**config.mk**
```make
export PLATFORM = sky130hd
export DESIGN_NAME = serial_adder
export DESIGN_NICKNAME = d
export VERILOG_FILES = /design/src/rtl/serial_adder.sv
export SDC_FILE = /design/constraint.sdc
export NUM_CORES = 1
export LEC_CHECK = 0
export BUFFER_PORTS_ARGS = -buffer_cell sky130_fd_sc_hd__buf_2
export CAP_MARGIN = 0
export CORE_MARGIN = 1.5
export CORE_UTILIZATION = 35
export CTS_CLUSTER_SIZE = 8
export DETAILED_ROUTE_END_ITERATION = 16
export GPL_ROUTABILITY_DRIVEN = 0
export SYNTH_ARGS = -nofsm -noshare
export SYNTH_HDL_FRONTEND = slang
export SYNTH_SLANG_ARGS = --single-unit
export TNS_END_PERCENT = 20
```
**constraint.sdc**
```tcl
create_clock -name clk -period 2 [get_ports clk]
set_clock_uncertainty 0.05 [all_clocks]
set_input_delay 0.2 -clock clk [delete_from_list [all_inputs] [get_ports clk]]
set_output_delay 0.2 -clock clk [all_outputs]
set_load 0.01 [all_outputs]
```
**src/rtl/serial_adder.sv**
```systemverilog
// rtl/serial_adder.sv - bit-serial LSB-first adder built on one full-adder cell
// Define SERIAL_ADDER_ASSERT_EN to compile in shadow-operand self-check assertions.
module serial_adder #(
  parameter int WIDTH = 8
) (
  input  logic             clk,
  input  logic             rst_n,
  input  logic             start,
  input  logic [WIDTH-1:0] a,
  input  logic [WIDTH-1:0] b,
  input  logic             cin,
  output logic             busy,
  output logic             done,
  output logic [WIDTH-1:0] sum,
  output logic             cout
);

  localparam int CW = $clog2(WIDTH + 1);

  typedef enum logic [1:0] {
    IDLE,
    SHIFT,
    DONE
  } state_t;

  state_t           state_q;
  logic [WIDTH-1:0] a_sr_q;
  logic [WIDTH-1:0] b_sr_q;
  logic [WIDTH-1:0] res_q;
  logic [WIDTH-1:0] res_d;
  logic             carry_q;
  logic             carry_d;
  logic             bit_s;
  logic [CW-1:0]    cnt_q;
  logic             last_bit;

  assign bit_s    = a_sr_q[0] ^ b_sr_q[0] ^ carry_q;
  assign carry_d  = (a_sr_q[0] & b_sr_q[0]) | (b_sr_q[0] & carry_q) | (carry_q & a_sr_q[0]);
  assign last_bit = (cnt_q == CW'(WIDTH - 1));

  // Result bits enter at the MSB so the LSB-first stream lands in place after WIDTH shifts.
  generate
    if (WIDTH == 1) begin : g_res_w1
      assign res_d = bit_s;
    end else begin : g_res_wn
      assign res_d = {bit_s, res_q[WIDTH-1:1]};
    end
  endgenerate

  always_ff @(posedge clk) begin
    if (!rst_n) begin
      state_q <= IDLE;
      a_sr_q  <= '0;
      b_sr_q  <= '0;
      res_q   <= '0;
      carry_q <= 1'b0;
      cnt_q   <= '0;
      busy    <= 1'b0;
      done    <= 1'b0;
      sum     <= '0;
      cout    <= 1'b0;
    end else begin
      case (state_q)
        IDLE: begin
          if (start) begin
            a_sr_q  <= a;
            b_sr_q  <= b;
            carry_q <= cin;
            res_q   <= '0;
            cnt_q   <= '0;
            busy    <= 1'b1;
            state_q <= SHIFT;
          end
        end
        SHIFT: begin
          a_sr_q  <= a_sr_q >> 1;
          b_sr_q  <= b_sr_q >> 1;
          carry_q <= carry_d;
          res_q   <= res_d;
          cnt_q   <= cnt_q + CW'(1);
          if (last_bit) begin
            sum     <= res_d;
            cout    <= carry_d;
            done    <= 1'b1;
            busy    <= 1'b0;
            state_q <= DONE;
          end
        end
        DONE: begin
          done    <= 1'b0;
          state_q <= IDLE;
        end
        default: begin
          state_q <= IDLE;
        end
      endcase
    end
  end

`ifdef SERIAL_ADDER_ASSERT_EN
  logic [WIDTH-1:0] sh_a_q;
  logic [WIDTH-1:0] sh_b_q;
  logic             sh_cin_q;
  logic             done_prev_q;

  always_ff @(posedge clk) begin
    if (!rst_n) begin
      sh_a_q      <= '0;
      sh_b_q      <= '0;
      sh_cin_q    <= 1'b0;
      done_prev_q <= 1'b0;
    end else begin
      if (state_q == IDLE && start) begin
        sh_a_q   <= a;
        sh_b_q   <= b;
        sh_cin_q <= cin;
      end
      done_prev_q <= done;
      if (done) begin
        assert ({cout, sum} == ({1'b0, sh_a_q} + {1'b0, sh_b_q} + {{WIDTH{1'b0}}, sh_cin_q}))
        else $error("serial_adder: a=%0h b=%0h cin=%0b gave cout=%0b sum=%0h",
                    sh_a_q, sh_b_q, sh_cin_q, cout, sum);
      end
      assert (!(busy && done))
      else $error("serial_adder: busy and done high together");
      assert (!(done && done_prev_q))
      else $error("serial_adder: done high on consecutive cycles");
    end
  end
`else
  // Plain build: no shadow operands are kept.
`endif

endmodule
```
==> metrics.md <==
| Metric | Value |
|---|---|
| Reg2reg end | sum[6] |
| PD cells | 804 nW/um2 |
| Mapped cell area | 1670 um2 |
| Crit. End Element | register |
| Share of cells above drive strength 1 | 19.6% |
| Row cnt | 24 |
| Final Hold Viols | 0 |
| Core Box Area | 4470 um2 |
| GRT met2 Usage | 22.0% |
| Inserted Clock Buffers | 5 |
| Worst Setup Path Type | register to register |
| PortBufs | 30 |
| Primary FF master, synth | dfxtp_1 |
| Vias post-DR | 1361 |
| Fraction of the yosys area taken by sequential cells | 49.2% |
| Clock buffer depth | 2 |
| Reg2reg path depth | 3 |
| First-pass GRT wire length | 5980 um |
| DRC | 0 |
| Min-Delay Path Class | primary input to register |
| Slew @ Worst Pin | 823 ps |
| Post-CTS setup-driven buffer insertion count | 0 |
| Die Area | 5190 um2 |
| Sw power | 0.369 mW |
| Gr busiest metal | met2 |
| Setup TNS | 0 ps |
| RSZ-0062 raised after global routing | no |
| Leakage dissipation | 0.766 nW |
| Routed WL | 3570 um |
| Power share of the clock group | 32.6% |
| Total of warnings raised by yosys | 0 |
| Cts-stage hold buffer count | 0 |
| Sw frac | 24.0% |
| WP data required | 2170 ps |
| WHS Endpoint | b_sr_q[2] |
| Place WS | 237 ps |
| Max-slew violations | 0 |
| Grt met3 use | 4.72% |
| CTS tree | done |
| Max frequency | 553 MHz |
| Setup ws final | 193 ps |
| Min-delay src | b[2] |
| Setup violators final | 0 |
| Async S/R FF share, synth | 0% |
| Final Cycle Share | 90.4% |
| Total GRT Usage | 14.6% |
| Clk sinks | 41 |
| Syn Inst Count | 173 |
| Grt ovf | 0 |
| Syn-to-layout area delta | 14.6% |
| Final min period | 1810 ps |
| DR WL/cell | 14.2 um |
| Combinational cell fraction of total power | 10.0% |
| Vias in the first global route | 1286 |
| PostCTS Resize Cnt | 0 |
| Antenna viol nets, final | 0 |
| Reg2Reg Setup Slack | 190 ps |
| # Max-Cap Violations | 0 |
| WHS | 176 ps |
| Post-synth net total | 195 |
| Final nets | 220 |
| Initial Util | 37.3% |
| DIE WIDTH | 72.1 um |
| Worst slew margin | 45.0% |
| Sequential power share | 57.4% |
| Fill cells | 448 |
| Max VDD drop | 0.421 mV |
| Worst r2r src | state_q[0] |
| Status | finished clean |
| Largest net degree at the start of global routing | 20 |
| Critical path data arrival time | 1980 ps |
| Initial antenna violation count | 0 |
| H-tree depth | 2 |
| Die height | 72.1 um |
| GR Util met1 | 20.1% |
| DR vias/cell | 5.42 |
| Hold path depth | 3 |
| Post-synth EDFFs | 0 |
| TritonRoute pass-1 iters | 5 |
| Max Fanout on Critical Path | 10 |
| Crit path launch type | register |
| P_int | 1.17 mW |
| N_diodes | 0 |
| #FFs+latches synth | 41 |
| Clock root buffer master | clkbuf_8 |
| Detailed Place HPWL | 2390 um |
| Post-Syn Area per Cell | 9.65 um2 |
| Worst-Skew Late Latency | 290 ps |
| Yosys cell types | 32 |
| I/O pins | 31 |
| Worst-path clk slew | 70 ps |
| DRT iter0 DRCs | 70 |
worst max-delay path: stages, from the launching register on:
cell	delay, ps
dfxtp_1	500
nor2b_1	510
and3_1	460
a22o_1	220
through the flow:
| step | std cells | instance area (um2) | power [mW] | utilization (%) |
|---|---|---|---|---|
| floorplan | 173 | 1670 | 1.01 | - |
| global placement | 243 | 1830 | 1.05 | 41.0 |
| detailed placement | 243 | 1830 | 1.06 | 41.0 |
| CTS | 251 | 1910 | 1.55 | 42.8 |
| global route | 251 | 1910 | 1.61 | 42.8 |
| finish | 251 | 1910 | 1.54 | 42.8 |
registers in the layout, indices dropped and copies added, names as in the netlist:
signal and count:
cnt_q 4, done 1, busy 1, b_sr_q 8
carry_q 1, a_sr_q 8, sum 8, res_q 7
cout 1, state_q 2
worst max path at each step:
stage,startpoint,to,slack (ps),depth (start not counted)
after detailed placement,state_q[0],sum[6],240,3
final,state_q[0],sum[6],190,3
after CTS,state_q[0],sum[6],160,3
after global placement,state_q[0],sum[3],300,3
after floorplan,cnt_q[0],cout,600,5
after global routing,state_q[0],sum[6],9,3
layer usage:
layer / up-vias / part of all wire [%]
li1: 706 / -
met1: 633 / 52
met2: 20 / 44
met3: 2 / 3.2
met4: 0 / 0.53
met5: - / 0
cell families (layout without fill, tap and decap cells):
kind of cell             after synthesis  in the layout  synth area share, %
AO/OA/AOI/OAI                         75             75                 31.1
flip-flops                            41             41                 49.2
AND/OR/NAND/NOR                       32             32                 11.2
buffers and inverters                 22             48                 6.00
adder cells (fa/ha/maj)                2              2                 1.95
multiplexers                           1              1                0.600
area by class of cell:
cell class	instances	area [um2]	share of cell area [%]
flip-flops and latches	41	821	42.9
clock buffers	8	80.1	4.19
multi-input cells	110	748	39.1
repair buffers	33	173	9.03
inverters	7	26.3	1.37
well taps	52	65.1	3.40
power groups by stage:
stage / Sequential [mW] / Combinational [mW] / Clock, mW
floorplan: 0.893 / 0.114 / 0
global placement: 0.902 / 0.153 / 0
detailed placement: 0.902 / 0.154 / 0
CTS: 0.883 / 0.155 / 0.513
global route: 0.889 / 0.172 / 0.553
finish: 0.883 / 0.154 / 0.502
synthesized netlist by cell type, types with 2 or more instances:
master / instances / area share [%]
nand2b_1: 2 / 0.75
a32o_1: 2 / 1.2
nor2_1: 11 / 2.5
nand2_1: 3 / 0.67
nand3_1: 2 / 0.60
o21ai_0: 9 / 2.7
a21oi_1: 17 / 5.1
or3b_1: 8 / 4.2
o221ai_1: 15 / 7.9
clkbuf_1: 4 / 0.90
buf_2: 8 / 2.4
buf_4: 2 / 0.90
inv_1: 7 / 1.6
a22oi_1: 8 / 3.6
dfxtp_1: 41 / 49
a22o_1: 9 / 4.7
nor2b_1: 2 / 0.75
o22ai_1: 9 / 3.4
cell usage in the layout, fill, tap and decap left out, drive strengths merged:
cell type   n
a211oi      1
a21oi      18
a22o        9
a22oi       8
a31oi       1
a32o        2
and3        1
and3b       1
buf        33
clkbuf      8
dfxtp      41
fa          1
ha          1
inv         7
mux2i       1
nand2       3
nand2b      2
nand3       2
nor2       11
nor2b       2
nor3b       1
o21a        1
o21ai      10
o21bai      1
o221ai     15
o22ai       9
or3         1
or3b        8
Note: power is estimated with default switching activity, not from simulation.
